===== src/rtl/fetch_unit_if.sv =====
// Fetch unit bus bundle: instruction-memory port, redirect port and the
// valid/ready instruction stream toward decode.
interface fetch_unit_if #(
    parameter int unsigned WIDTH = 32
);
    logic             mem_req;
    logic [WIDTH-1:0] mem_addr;
    logic [WIDTH-1:0] mem_data;
    logic             redirect;
    logic [WIDTH-1:0] redirect_addr;
    logic             redirect_misaligned;
    logic             out_valid;
    logic             out_ready;
    logic [WIDTH-1:0] out_inst;
    logic [WIDTH-1:0] out_pc;

    modport master (
        output mem_req, mem_addr, redirect_misaligned, out_valid, out_inst, out_pc,
        input  mem_data, redirect, redirect_addr, out_ready
    );

    modport slave (
        input  mem_req, mem_addr, redirect_misaligned, out_valid, out_inst, out_pc,
        output mem_data, redirect, redirect_addr, out_ready
    );
endinterface


===== src/rtl/fetch_unit.sv =====
// Instruction fetch front end: owns the fetch PC, issues word reads and buffers
// returned words in a prefetch FIFO. Define FETCH_UNIT_PERF_EN for perf counters.
module fetch_unit #(
    parameter int unsigned      WIDTH    = 32,
    parameter int unsigned      DEPTH    = 4,
    parameter logic [WIDTH-1:0] RESET_PC = '0
) (
    input  logic        clk,
    input  logic        rst,
`ifdef FETCH_UNIT_PERF_EN
    output logic [31:0] perf_delivered,
    output logic [31:0] perf_flushed,
`endif
    fetch_unit_if.master bus
);
    localparam int unsigned AW = $clog2(DEPTH);
    localparam logic [AW-1:0]  PTR_ONE = 1;
    localparam logic [AW:0]    CNT_ONE = 1;
    localparam logic [AW+1:0]  DEPTH_W = (AW+2)'(DEPTH);
    localparam logic [WIDTH-1:0] PC_STEP = 4;

    logic [WIDTH-1:0] fetch_pc;
    logic [WIDTH-1:0] infl_pc;
    logic             infl;
    logic [WIDTH-1:0] pc_mem   [DEPTH];
    logic [WIDTH-1:0] inst_mem [DEPTH];
    logic [AW-1:0]    rd_ptr;
    logic [AW-1:0]    wr_ptr;
    logic [AW:0]      count;

    logic [AW+1:0]    occupancy;
    logic [WIDTH-1:0] redirect_aligned;
    logic             push;
    logic             pop;

    // Credits count in-flight words too, so a returning word always has a slot.
    always_comb begin
        occupancy        = {1'b0, count} + {{(AW+1){1'b0}}, infl};
        redirect_aligned = {bus.redirect_addr[WIDTH-1:2], 2'b00};

        bus.mem_req             = !rst && (bus.redirect || (occupancy < DEPTH_W));
        bus.mem_addr            = bus.redirect ? redirect_aligned : fetch_pc;
        bus.redirect_misaligned = !rst && bus.redirect && (|bus.redirect_addr[1:0]);
        bus.out_valid           = !rst && (count != '0) && !bus.redirect;
        bus.out_inst            = inst_mem[rd_ptr];
        bus.out_pc              = pc_mem[rd_ptr];

        push = !rst && infl && !bus.redirect;
        pop  = bus.out_valid && bus.out_ready;
    end

    always_ff @(posedge clk) begin
        if (rst) begin
            fetch_pc <= RESET_PC;
            infl     <= 1'b0;
            infl_pc  <= RESET_PC;
            rd_ptr   <= '0;
            wr_ptr   <= '0;
            count    <= '0;
        end else if (bus.redirect) begin
            fetch_pc <= redirect_aligned + PC_STEP;
            infl     <= 1'b1;
            infl_pc  <= redirect_aligned;
            rd_ptr   <= '0;
            wr_ptr   <= '0;
            count    <= '0;
        end else begin
            if (push) wr_ptr <= wr_ptr + PTR_ONE;
            if (pop)  rd_ptr <= rd_ptr + PTR_ONE;
            case ({push, pop})
                2'b10:   count <= count + CNT_ONE;
                2'b01:   count <= count - CNT_ONE;
                default: count <= count;
            endcase
            if (bus.mem_req) begin
                fetch_pc <= fetch_pc + PC_STEP;
                infl     <= 1'b1;
                infl_pc  <= bus.mem_addr;
            end else begin
                infl     <= 1'b0;
            end
        end
    end

    // FIFO storage needs no reset; count gates what is visible.
    always_ff @(posedge clk) begin
        if (push) begin
            pc_mem[wr_ptr]   <= infl_pc;
            inst_mem[wr_ptr] <= bus.mem_data;
        end
    end

`ifdef FETCH_UNIT_PERF_EN
    logic [32:0] flushed_sum;

    always_comb begin
        flushed_sum = {1'b0, perf_flushed} + 33'(count) + 33'(infl);
    end

    // Both counters saturate rather than wrap.
    always_ff @(posedge clk) begin
        if (rst) begin
            perf_delivered <= '0;
            perf_flushed   <= '0;
        end else begin
            if (pop && (perf_delivered != 32'hFFFF_FFFF))
                perf_delivered <= perf_delivered + 32'd1;
            if (bus.redirect)
                perf_flushed <= flushed_sum[32] ? 32'hFFFF_FFFF : flushed_sum[31:0];
        end
    end
`endif

endmodule


===== src/flat_wrapper.sv =====
// flat-port wrapper written by rule: the top's interface ports become plain ports
module fetch_unit_flat 
#(
    parameter int unsigned      WIDTH    = 32,
    parameter int unsigned      DEPTH    = 4,
    parameter logic [WIDTH-1:0] RESET_PC = '0
)
  (clk, rst, bus_mem_req, bus_mem_addr, bus_redirect_misaligned, bus_out_valid, bus_out_inst, bus_out_pc, bus_mem_data, bus_redirect, bus_redirect_addr, bus_out_ready);
  fetch_unit_if #(.WIDTH(WIDTH)) bus_i ();
  input  logic clk;
  input  logic rst;
  output wire logic [$bits(bus_i.mem_req)-1:0] bus_mem_req;
  output wire logic [$bits(bus_i.mem_addr)-1:0] bus_mem_addr;
  output wire logic [$bits(bus_i.redirect_misaligned)-1:0] bus_redirect_misaligned;
  output wire logic [$bits(bus_i.out_valid)-1:0] bus_out_valid;
  output wire logic [$bits(bus_i.out_inst)-1:0] bus_out_inst;
  output wire logic [$bits(bus_i.out_pc)-1:0] bus_out_pc;
  input wire logic [$bits(bus_i.mem_data)-1:0] bus_mem_data;
  input wire logic [$bits(bus_i.redirect)-1:0] bus_redirect;
  input wire logic [$bits(bus_i.redirect_addr)-1:0] bus_redirect_addr;
  input wire logic [$bits(bus_i.out_ready)-1:0] bus_out_ready;
  assign bus_mem_req = bus_i.mem_req;
  assign bus_mem_addr = bus_i.mem_addr;
  assign bus_redirect_misaligned = bus_i.redirect_misaligned;
  assign bus_out_valid = bus_i.out_valid;
  assign bus_out_inst = bus_i.out_inst;
  assign bus_out_pc = bus_i.out_pc;
  assign bus_i.mem_data = bus_mem_data;
  assign bus_i.redirect = bus_redirect;
  assign bus_i.redirect_addr = bus_redirect_addr;
  assign bus_i.out_ready = bus_out_ready;
  fetch_unit #(.WIDTH(WIDTH), .DEPTH(DEPTH), .RESET_PC(RESET_PC)) u_core (.clk(clk), .rst(rst), .bus(bus_i));
endmodule

===== config.mk =====
export PLATFORM = sky130hd
export DESIGN_NAME = fetch_unit_flat
export DESIGN_NICKNAME = d
export VERILOG_FILES = /design/src/rtl/fetch_unit_if.sv /design/src/rtl/fetch_unit.sv /design/src/flat_wrapper.sv
export SDC_FILE = /design/constraint.sdc
export NUM_CORES = 1
export LEC_CHECK = 0
export ABC_AREA = 1
export CAP_MARGIN = 5
export CORE_MARGIN = 5
export CORE_UTILIZATION = 50
export CTS_CLUSTER_DIAMETER = 50
export DETAILED_ROUTE_END_ITERATION = 7
export PLACE_DENSITY_LB_ADDON = 0.05
export SLEW_MARGIN = 20
export SYNTH_ARGS = -nofsm -noshare
export SYNTH_HDL_FRONTEND = slang
export SYNTH_SLANG_ARGS = --single-unit

===== constraint.sdc =====
create_clock -name clk -period 4.71 [get_ports clk]
set_clock_uncertainty 0.15 [all_clocks]
set_input_delay 0.942 -clock clk [delete_from_list [all_inputs] [get_ports clk]]
set_output_delay 0.942 -clock clk [all_outputs]
set_load 0.02 [all_outputs]

==> results summary <==
The fraction of layout cells with a size suffix above 1 came out at between 10% and 20%. The endpoint identified for the worst register-to-register timing path is u_core.count[2]. In the final routed layout, each cell accounts on average for between 15 and 20 µm. The CTS tree is built. The total power per unit cell area is just under 400 mW/mm².

The cell at the root of the clock tree is clkbuf_16. The die covers approximately 0.030 mm². The cell family contributing the most delay on the critical path is buffers and inverters. The final estimated routing congestion in global placement came out at roughly 0.89. The fmax came out at approximately 240 MHz. After clock tree synthesis, the clock-pin slew on the worst setup and hold paths is 60 ps. The proportion of netlist area held by the largest area contributor came out at between 50% and 60%. In this run the tool buffered the top-level ports with between 150 and 200 buffer cells. The total stage count of the critical path came out at 4.

The worst-skew pair later-pin latency is around 490 ps. The number of antenna-violating nets in the routed design is 0. The number of enable flip-flop cells after synthesis is between 200 and 250.

The worst path uses 87.59% of the clock period. For flop-to-flop paths, the worst setup slack is between 2000 and 3000 ps. The clock period minus worst slack is 4125 ps. The endpoint required time on the critical path is around 3600 ps. The number of antenna repair diodes came out at 0. The number of max-capacitance violations reported is 0. The number of inserted filler cells in the final layout came out at 2,179. The transition at the pin with the smallest max-transition slack is around 920 ps. The die is roughly 170 µm wide. The sequential share of power came out at about 50%. The cell area after layout is 0.01632 mm². The setup TNS after final layout is 0 ps. The largest total area in the synthesized netlist belongs to edfxtp_1. The number of resized instances in the post-cts repair step is 0. The warning count from the yosys run is 0. The total clock buffers created by CTS is 36. The via density per instance came out at around 5.3. The initial antenna violation count is 0.

The non-filler instance count after layout came out at ~1,700. The nature of the critical path startpoint is a flop. The cell type of the slowest stage on the worst timing path is buf_4. The number of sinks handled by clock tree synthesis came out at around 320.

The worst slew margin relative to its limit is about two fifths. Global routing consumed, over all layers together, between 10% and 20% of the routing resources. The placement-stage cell area is between 0.015 and 0.02 mm². The global-route wire length before repair is between 40 and 50 mm. From bottom edge to top edge, the die measures between 150 and 200 µm. The post-CTS setup-driven buffer insertion count came out at 0.

The critical path class is flop to primary output. The largest fanout on the critical path is 76. Setup repair after global routing left no endpoint under its margin. The signed area change from the synthesized netlist to the final layout is 23.35%. The total via count after detailed routing is around 9,100.

Once the floorplan was initialized, standard cells occupied between 50% and 60% of the core. The core area is 0.02606 mm². The run finished with clean final reports.

The proportion of power drawn by the clock network is between 40% and 50%. Counting distinct cell types in the post-synthesis netlist gives between 40 and 50. The gate count after technology mapping is roughly 1,200.

The post-detailed-routing wire length came out at a little under 30 mm. The post-synthesis async set-or-reset flop share is 0%. The startpoint of the worst-slack reg-to-reg timing path is u_core.count[1]. The final count of negative-setup-slack endpoints is 0.

The switching share of power is 21.68%. The overall power consumption came out at roughly 6300 µW. After clock tree synthesis, the flow added hold-fix buffers numbering 0.

The worst setup path is captured at a primary output. Dividing the synthesized area by the synthesized cell count gives 10.85 µm². The critical path buffer and inverter count is 2. The critical path goes through buf_4, o21ai_0, o22ai_1, clkdlybuf4s50_1. In this run the static leakage power is roughly 0.0059 µW. The cell area after synthesis is between 0.01 and 0.015 mm². In the final design database the tool counted 1,444 nets. The cell internal power dissipation is 4950 µW. The count of final hold-check violations is 0.

For this run, the leading register cell type out of synthesis is edfxtp_1. By area the synthesized netlist is led by edfxtp_1, dfxtp_1, o21ai_0. Counting cells, the worst reg-to-reg path comes to 9.

The clock passes through at most 3 buffers. The analysis attributes to net switching a power of 1370 µW. The maximum level of the CTS H-tree is 2. The detailed-router iteration count before antenna repair is 5. For this run, the slowest stage of the critical path takes a little under 700 ps. Detailed placement ended at an HPWL of about 17 mm. After detailed routing, the number of remaining DRC violations is 0. The combinational group share of total power is 7.6%. The min-delay analysis places its worst path in the category flop to flop. The pin count of the biggest net entering global routing is 119. The final hold slack came out at ~310 ps. The number of global-route vias before repair is between 8,000 and 9,000. The sequential share of the synthesized area is about 67%. The worst supply voltage drop on vdd is 0.0003052 V. The site row count is between 50 and 60.

The count of routing violations after the opening detailed-route iteration is ~570. Data arrives at the worst endpoint at about 3000 ps. The number of pins with negative max-slew slack in the final report is 0. The number of placed instances, taps included, is 1,666. The final global-route overflow total came out at 0. The number of placed I/O pins came out at 167.

The post-synthesis register bit count is between 300 and 400. In this run the worst setup path terminates at bus_out_pc[13].
==> power by group through the flow <==
| stage | logic, µW | clock network, µW | registers [µW] |
|---|---|---|---|
| 6_report | 480 | 2680 | 3160 |
| 5_1_grt | 527 | 2880 | 3160 |
| 4_1_cts | 485 | 2750 | 3150 |
| 3_5_place_dp | 482 | 0 | 3210 |
| 3_3_place_gp | 481 | 0 | 3210 |
| 2_1_floorplan | 271 | 0 | 3200 |
==> Yosys cell counts, drive strengths merged, types with 2 or more instances <==
| library cell | count |
|---|---|
| edfxtp | 248 |
| nand3 | 35 |
| nand4 | 7 |
| xnor2 | 2 |
| a21oi | 23 |
| dfxtp | 70 |
| o211ai | 5 |
| or2 | 2 |
| a31oi | 2 |
| ha | 6 |
| buf | 18 |
| nor3 | 10 |
| nor2 | 229 |
| o21bai | 4 |
| nand2 | 193 |
| o211a | 3 |
| o22ai | 62 |
| a211oi | 3 |
| inv | 72 |
| clkbuf | 52 |
| o21ai | 167 |
==> worst min-delay path by stage <==
stage	slack (ps)	cells after the start	from	endpoint
finish	310	2	u_core.rd_ptr[1]	flop
global route	340	1	u_core.rd_ptr[0]	u_core.rd_ptr[0]
CTS	310	2	u_core.rd_ptr[1]	flop
detailed placement	300	2	u_core.rd_ptr[1]	flop
global placement	300	2	u_core.rd_ptr[1]	flop
floorplan	290	2	u_core.rd_ptr[1]	flop
==> registers in the layout, summed over array words and instances, names as in the netlist, named ones only <==
signal and cells:
u_core.count 3, u_core.fetch_pc 30, u_core.infl 1, u_core.infl_pc 30, u_core.inst_mem 128, u_core.pc_mem 120, u_core.rd_ptr 2, u_core.wr_ptr 2
==> layout make-up <==
| class | instances | area, µm² | area share [%] |
|---|---|---|---|
| Inverter | 73 | 280.3 | 1.717 |
| Tap cell | 335 | 419.2 | 2.568 |
| Timing Repair Buffer | 178 | 1808 | 11.08 |
| Multi-Input combinational cell | 762 | 3797 | 23.27 |
| Clock inverter | 19 | 193.9 | 1.188 |
| Sequential cell | 318 | 8853 | 54.24 |
| Clock buffer | 43 | 969.7 | 5.941 |
==> per-stage QoR <==
stage,utilization (%),worst slack [ps]
after global routing,62.64,348.2
after global placement,58.16,774.3
final,62.64,584.6
after floorplan,-,0.3859
after CTS,62.62,322.1
after detailed placement,58.16,748.5
==> worst register-to-register path, delay by kind of cell, from the launching register on <==
kind | cells | cell delay (ps)
compound gates | 4 | 460
fa+ha+maj | 2 | 580
buf+inv | 1 | 70
flops | 1 | 380
simple gates | 2 | 390
==> placed cells by master (no fill, tap or decap), types with 5 or more instances in the layout <==
cell             instances
nor2_2                  10
nand2_4                  6
buf_4                   10
nor3_1                   9
buf_12                   5
nand2_1                148
dfxtp_1                 68
a21oi_1                 23
clkinv_1                 7
clkbuf_1                 5
inv_1                   64
nor2_1                 208
clkdlybuf4s50_1        162
nand4_1                  6
inv_2                    6
nor2_4                  10
clkbuf_16               38
clkinv_2                 5
ha_1                     6
edfxtp_1               248
o211ai_1                 5
nand2_2                 39
o22ai_1                 62
o21ai_0                166
nand3_1                 34
==> layer usage <==
| layer | vias up | wire length, µm | global-route usage, % | share of wire [%] |
|---|---|---|---|---|
| met1 | 4318 | 13380 | 27.03 | 46 |
| met4 | 0 | 518 | 4.324 | 1.8 |
| li1 | 4535 | - | - | - |
| met2 | 241 | 13750 | 30.43 | 47 |
| met3 | 37 | 1684 | 4.236 | 5.7 |
| met5 | - | 0 | 0 | 0 |
==> cell families after synthesis <==
logic type	count (synthesis)	share of synthesized area [%]
other cells	1	0.02834
simple gates	477	16.15
xor+xnor	3	0.1986
fa+ha+maj	7	0.7186
flops	318	66.87
buf+inv	143	4.765
compound gates	271	11.27
Note: power is estimated with default switching activity, not from simulation.
